[config.mk]
export PLATFORM = sky130hd
export DESIGN_NAME = stage_if
export DESIGN_NICKNAME = d
export VERILOG_FILES = /design/src/rtl/stage_if.sv
export SDC_FILE = /design/constraint.sdc
export NUM_CORES = 1
export LEC_CHECK = 0
export CAP_MARGIN = 20
export CORE_MARGIN = 4
export CORE_UTILIZATION = 55
export CTS_CLUSTER_DIAMETER = 80
export DETAILED_ROUTE_END_ITERATION = 8
export DONT_BUFFER_PORTS = 1
export GPL_ROUTABILITY_DRIVEN = 0
export PLACE_DENSITY = 0.76
export SYNTH_ARGS = -nofsm -noshare
export SYNTH_HDL_FRONTEND = slang
export SYNTH_SLANG_ARGS = --single-unit
export TNS_END_PERCENT = 10
[constraint.sdc]
create_clock -name clk -period 2.47 [get_ports clk]
set_input_delay 0.247 -clock clk [delete_from_list [all_inputs] [get_ports clk]]
set_output_delay 0.247 -clock clk [all_outputs]
set_load 0.01 [all_outputs]
[src/rtl/stage_if.sv]
`default_nettype none
// ============================================================================
// stage_if : instruction fetch stage with output slot, skid slot and squash.
// Revision : 1.0
// ============================================================================
module stage_if #(
    parameter logic [15:0] RESET_PC = 16'h0000
) (
    input  logic        clk,
    input  logic        reset,
    input  logic        stall_in,
    input  logic        redirect_in,
    input  logic [15:0] redirect_pc_in,
    input  logic        imem_resp,
    input  logic [15:0] imem_rdata,
    output logic        imem_read,
    output logic [15:0] imem_address,
    output logic [15:0] ir_out,
    output logic [15:0] pc_out,
    output logic        valid_out
);

    localparam logic [1:0] FETCH  = 2'd0;
    localparam logic [1:0] HOLD   = 2'd1;
    localparam logic [1:0] SQUASH = 2'd2;

    localparam logic [15:0] RESET_ADDR = RESET_PC & 16'hFFFE;

    logic [1:0]  state;
    logic [1:0]  next_state;
    logic [15:0] pc;
    logic [15:0] fetch_addr;
    logic [15:0] skid_ir;
    logic [15:0] skid_pc;
    logic        skid_valid;

    logic        consume;
    logic        blocked;
    logic [15:0] redirect_target;
    logic [15:0] fetch_next;

    assign consume         = valid_out & ~stall_in;
    assign blocked         = valid_out & stall_in;
    assign redirect_target = redirect_pc_in & 16'hFFFE;
    assign fetch_next      = fetch_addr + 16'd2;

    always_ff @(posedge clk) begin
        if (reset) begin
            state <= FETCH;
        end else begin
            state <= next_state;
        end
    end

    always_comb begin
        next_state = state;
        case (state)
            FETCH: begin
                if (redirect_in) begin
                    next_state = imem_resp ? FETCH : SQUASH;
                end else if (imem_resp && blocked) begin
                    next_state = HOLD;
                end
            end
            HOLD: begin
                if (redirect_in || consume) begin
                    next_state = FETCH;
                end
            end
            SQUASH: begin
                if (imem_resp) begin
                    next_state = FETCH;
                end
            end
            default: next_state = FETCH;
        endcase
    end

    always_comb begin
        imem_read    = ~reset & ((state == FETCH) | (state == SQUASH));
        imem_address = fetch_addr;
    end

    // A redirect always empties both slots; the outstanding read is only
    // dropped here if it completes now, otherwise SQUASH waits it out.
    always_ff @(posedge clk) begin
        if (reset) begin
            pc         <= RESET_ADDR;
            fetch_addr <= RESET_ADDR;
            ir_out     <= 16'h0000;
            pc_out     <= 16'h0000;
            valid_out  <= 1'b0;
            skid_ir    <= 16'h0000;
            skid_pc    <= 16'h0000;
            skid_valid <= 1'b0;
        end else if (redirect_in) begin
            valid_out  <= 1'b0;
            skid_valid <= 1'b0;
            pc         <= redirect_target;
            if ((state == HOLD) || imem_resp) begin
                fetch_addr <= redirect_target;
            end
        end else begin
            case (state)
                FETCH: begin
                    if (imem_resp) begin
                        pc <= fetch_next;
                        if (!blocked) begin
                            ir_out     <= imem_rdata;
                            pc_out     <= fetch_next;
                            valid_out  <= 1'b1;
                            fetch_addr <= fetch_next;
                        end else begin
                            skid_ir    <= imem_rdata;
                            skid_pc    <= fetch_next;
                            skid_valid <= 1'b1;
                        end
                    end else if (consume) begin
                        valid_out <= 1'b0;
                    end
                end
                HOLD: begin
                    if (consume) begin
                        ir_out     <= skid_ir;
                        pc_out     <= skid_pc;
                        valid_out  <= skid_valid;
                        skid_valid <= 1'b0;
                        fetch_addr <= pc;
                    end
                end
                SQUASH: begin
                    if (imem_resp) begin
                        fetch_addr <= pc;
                    end
                end
                default: ;
            endcase
        end
    end

endmodule
`default_nettype wire

Yosys cells after proc, flatten, opt, wreduce, memory -nomap -nowiden
Cells that the tools add are included.
- register bits after elaboration: 100
- output and inout port bits: 50
- logic and storage cells: 81
- add/sub/neg operators: 1
- equal/unequal tests: 16
- multiplexer cells: 30
- bitwise logic cells: 7
- reduce and logical (&&, ||, !) cells: 17
- operator list (kind ; number):
    16-bit two-way mux ; 13
    16-bit case mux with 2 select lines ; 2
    16-bit case mux with 3 select lines ; 1
    3-bit != test, second input constant ; 7
    16-bit by 2-bit adder with 16-bit output, second input constant ; 1
    2-bit != test, second input constant ; 6
    4-bit AND reduction ; 3
    2-bit two-way mux ; 5
    1-bit two-way mux ; 6
    2-bit case mux with 3 select lines ; 1
    6-bit AND reduction ; 1
    2-bit nonzero test ; 3
    5-bit AND reduction ; 1
    1-bit case mux with 2 select lines ; 2
    2-bit AND reduction ; 2
    4-bit nonzero test ; 1
    1-bit AND ; 3
    1-bit inverter ; 3
    3-bit AND reduction ; 1
    2-bit by 1-bit equality test with 1-bit output, second input constant ; 1
    2-bit equality test, second input constant ; 1
    2-bit zero test ; 1
    1-bit logical OR ; 2
    2-bit by 1-bit != test with 1-bit output, second input constant ; 1
    other kinds (3) ; 3

Longest topological paths before layout
- depth after elaboration: 5
- mapped depth: 9

Least setup slack after synthesis
No wires, ideal clock.
- path type: flip-flop to flip-flop
- start point: register state[0]
- end point: register fetch_addr[2], in the netlist imem_address[2]
- arrival: 1.779 ns
- required time: 2.400 ns
- path slack: 0.620 ns
- cell stages (with the launch flop): 7
- path buffers: 0
- clock period less this slack: 1.850 ns
- path through: dfxtp_1 > inv_1 > ha_1 > or3_1 > a22o_1 > or4_1 > a21oi_1
- longest elaborated chain between the ends: 4
- RTL lines (element ; line ; RTL):
    start: declaration ; 29 ; logic [1:0] state;
    start signal: assignment ; 51 ; state <= next_state;
    2-bit by 1-bit equality test with 1-bit output ; 100, 104 ;
    1-bit logical OR ; 100 ; if ((state == HOLD) || imem_resp) begin
    2-bit by 1-bit != test with 1-bit output (no line) ; n/a ;
    6-bit AND reduction (no line) ; n/a ;
    end signal: assignment ; 101 ; fetch_addr <= redirect_target;
    end signal: assignment ; 112 ; fetch_addr <= fetch_next;
    end signal: assignment ; 128 ; fetch_addr <= pc;
    end: declaration ; 32 ; logic [15:0] fetch_addr;
Several ways; a longest one is shown, not always the timed one.
A chain may end at the register's enable or synchronous reset.

Worst setup path after layout
- start point: register state[1]
- end point: register fetch_addr[7], in the netlist imem_address[7]
The elaborated chain is that of the path after synthesis.

==> summary by stage <==
Yosys
The most common cell in the netlist is sky130_fd_sc_hd__dfxtp_1. The cell area that synthesis handed to floorplanning was 4990 um^2. In this run the mean area of a mapped cell was 8.14 um^2. The flop and latch count out of synthesis is 100.

Synthesis handed over a netlist of 613 instances. The synthesized design contains 0 enable-type register cells. The sequential fraction of the synthesis area is 40.1%. In the synthesized netlist the async set-or-reset flop fraction comes to 0%. The synthesized netlist net count is 654.

Counting instances in the post-synthesis netlist gives the leading cell types as sky130_fd_sc_hd__dfxtp_1 (100), sky130_fd_sc_hd__nand2_1 (82), sky130_fd_sc_hd__a21oi_1 (61), sky130_fd_sc_hd__clkbuf_1 (39), sky130_fd_sc_hd__a211oi_1 (34). The biggest area contributor in the post-synthesis netlist is sky130_fd_sc_hd__dfxtp_1. The leading register cell type out of synthesis is sky130_fd_sc_hd__dfxtp_1.

After synthesis, the largest area contributor takes up 40.1% of total cell area. Counting distinct cell types in the post-synthesis netlist gives 61. By area the synthesized netlist is led by sky130_fd_sc_hd__dfxtp_1 (40%), sky130_fd_sc_hd__nand2_1 (6.2%), sky130_fd_sc_hd__a21oi_1 (6.1%). Yosys printed 0 warnings.

Power
Of the total power, the share spent switching nets is 28.9%. Across the VDD grid, the largest voltage drop is 0.000348 V. Per report_power, the sequential group accounts for 53.9% of the total. The leakage dissipation is 1.75 nW. The analysis attributes to net switching a power of 0.952 mW. In this run, the combinational gates consume 13.7% of the power. The clock network fraction of design power is 32.4%.

The internal power of the cells is 2.35 mW. Dividing total power by cell area gives a power density of 605 nW/um^2. The total power consumption of the routed design is 3.30 mW.

Route
The number of iterations in the first detailed-routing pass is 5. The routed layout has 4676 vias. The detail route stage leaves a number of antenna-violating nets equal to 0. For this block, the routed nets add up to 13800 um of wire. After detailed routing, the number of vias per cell comes to 6.52.

After the first detailed-routing iteration, the DRC count stood at 347. The average detailed-routed wire length per instance is 19.3 um. The DRC violation count after routing is 0.

Worst setup path
The arrival time at the worst endpoint is 2.49 ns. The critical path is of the register to register type. The nature of the critical path endpoint is a register.

The worst setup path is launched from a register. The worst endpoint required time is 2.73 ns. The largest delay contributor family on the critical path is compound AO/OA/AOI/OAI gates. Along the worst path, the maximum fanout reaches 11. The sum of buffers and inverters on the critical path is 2. The delay of the slowest critical-path stage is 0.48 ns. Traced cell by cell, the critical path runs through inv_1 > ha_2 > nor2b_1 > a22o_1 > nor2_1 > buf_4 > a311oi_1. For this design, the slowest cell found on the critical path is sky130_fd_sc_hd__a22o_1.

Global routing
Global routing used 26.5% of the available tracks. The via count of the first global-routing pass is 4466. The wire length of the first global-routing pass is 22300 um. Entering global routing, the biggest net connects 83 pins. The number of antenna violations at the first check in global routing is 0. After global routing the overflow that remains totals 0.

Clock network
The post-CTS setup repair buffer count is 0. TritonCTS built the clock tree. The clock slew at the register clock pins of the worst setup and hold paths is 0.10 ns.

The H-tree generated during clock tree synthesis spans 3 levels. The tree built by TritonCTS fans out to 100 sinks. The clock root buffer master is sky130_fd_sc_hd__clkbuf_8.

The number of buffers between clock root and the deepest sink is 2. Clock latency on the worst-skew pair, taken at its later pin, is 0.36 ns. In this run, CTS created clock tree buffers numbering 9.

STA
The remaining max-slew budget at the tightest pin is 55.1%. For this run, the top clock speed supported by timing is 0.448 GHz. Setup total negative slack on the finished layout was measured at 0 ns.

Setup violations remaining at the end of the flow were counted as 0. Setup repair after global routing left no endpoint under its margin. After layout, the minimum clock period comes to 2.23 ns. The number of pins with negative max-slew slack in the final report is 0. The number of hold violations in the final report came to 0. For the final database, setup skew stands at 0.0137 ns. The measured slew at the worst slew-check pin is 0.667 ns. The ratio of final minimum period to clock period is 90.5%.

Floorplan
The floorplan core area is 8760 um^2. For this configuration, the core starts out at a cell density of 57.0%. In this run the count of I/O pins placed on the die edge is 87.

In this run the horizontal extent of the chip is 103 um. The die is 103 um tall. The floorplan step defined a die boundary enclosing 10700 um^2. The count of standard-cell rows is 34.

Flow run
Across the run, the number of max-cap violations was 0.

Min path
The path category of the worst min-delay check is input port to register.

Run status
The run finished with clean final reports.

Placement
Detailed placement ended at an HPWL of 9170 um. The count of input and output buffers is 0.

Layout
Of the cells placed in the final design, the portion with a size suffix greater than 1 is 9.20%. The synthesis-to-layout area growth is 9.27%. The net count reported at finish is 645.

0 antenna diodes ended up in the layout.
layout by cell type (no fill, tap or decap), types with 3 or more instances in the layout:
master / n
sky130_fd_sc_hd__o221ai_1: 3
sky130_fd_sc_hd__o21ai_0: 16
sky130_fd_sc_hd__o311ai_1: 3
sky130_fd_sc_hd__mux2i_1: 23
sky130_fd_sc_hd__dfxtp_1: 100
sky130_fd_sc_hd__nor4_1: 4
sky130_fd_sc_hd__and3_1: 4
sky130_fd_sc_hd__a21boi_0: 8
sky130_fd_sc_hd__a31oi_1: 7
sky130_fd_sc_hd__a211oi_1: 34
sky130_fd_sc_hd__nand3_1: 20
sky130_fd_sc_hd__o31ai_1: 6
sky130_fd_sc_hd__nor2_1: 30
sky130_fd_sc_hd__inv_6: 3
sky130_fd_sc_hd__nor3_1: 32
sky130_fd_sc_hd__o32ai_1: 14
sky130_fd_sc_hd__xnor2_1: 4
sky130_fd_sc_hd__dlygate4sd3_1: 8
sky130_fd_sc_hd__a21oi_1: 61
sky130_fd_sc_hd__a22oi_1: 3
sky130_fd_sc_hd__ha_1: 3
sky130_fd_sc_hd__or4_1: 5
sky130_fd_sc_hd__buf_4: 26
sky130_fd_sc_hd__a311oi_1: 6
sky130_fd_sc_hd__inv_1: 18
sky130_fd_sc_hd__a22o_1: 3
sky130_fd_sc_hd__nand4_1: 4
sky130_fd_sc_hd__nand2_1: 82
sky130_fd_sc_hd__o211ai_1: 5
sky130_fd_sc_hd__o21a_1: 3
sky130_fd_sc_hd__o31a_1: 6
sky130_fd_sc_hd__nor2b_1: 9
sky130_fd_sc_hd__clkbuf_8: 9
power groups by stage:
stage	logic, mW	registers, mW	clock network (mW)
floorplan	0.321	1.80	0
global placement	0.398	1.81	0
detailed placement	0.408	1.81	0
CTS	0.442	1.78	1.09
global route	0.498	1.79	1.16
finish	0.452	1.78	1.07
cells by family (layout without fill, tap and decap cells):
group,Yosys count,in the layout,synth area share [%]
adder cells (fa/ha/maj),4,4,1.00
multiplexers,23,23,4.61
AO/OA/AOI/OAI,197,197,27.2
buffers and inverters,76,72,6.09
flip-flops,100,100,40.1
XOR/XNOR,5,5,0.877
AND/OR/NAND/NOR,208,208,20.1
cell type report:
type                    count  area, um^2
clock buffers              10         128
multi-input cells         437        2710
flip-flops and latches    100        2000
clock inverters             6        68.8
fillers                   752        3310
repair buffers             37         343
well taps                 108         135
inverters                  19        71.3
per-layer routing:
metal,global-route usage (%),wire (um),up-vias
met5,0,0,-
met4,9.06,257,0
met3,7.65,1530,28
met2,42.7,6480,212
met1,34.2,5570,2197
li1,-,-,2239
path summary, 6_finish.rpt:
kind	start	endpoint	slack [ns]	depth (start not counted)
worst max-delay path	state[1]$_SDFFE_PP0P_	imem_address[7]$_SDFFE_PP0P_	0.24	7
worst min-delay path	imem_rdata[6]	skid_ir[6]$_SDFFE_PP0P_	0.009	2
worst max register to register	state[1]$_SDFFE_PP0P_	imem_address[7]$_SDFFE_PP0P_	0.24	7
worst min register to register	skid_ir[13]$_SDFFE_PP0P_	skid_ir[13]$_SDFFE_PP0P_	0.46	2
per-stage QoR:
step	util [%]	instances	hold slack [ns]	worst slack, ns	instance area, um^2
global route	62.3	717	0.00338	0.108	5460
global placement	58.8	692	0.324	0.399	5150
finish	62.3	717	0.00886	0.235	5460
floorplan	-	613	0.383	0.620	4990
CTS	61.8	713	0.000819	0.265	5420
detailed placement	58.8	692	0.326	0.319	5150
repair_timing:
action                    in CTS  in global routing
hold buffers                   5                  4
hold endpoints to repair      82                  4
gates resized for setup        0                  0
flip-flops by register name, indices dropped and copies added, names as in the netlist:
| signal | flops |
|---|---|
| imem_address | 16 |
| ir_out | 16 |
| pc | 16 |
| pc_out | 16 |
| skid_ir | 16 |
| skid_pc | 16 |
| skid_valid | 1 |
| state | 2 |
| valid_out | 1 |
Power figures use the tool's default switching activity.
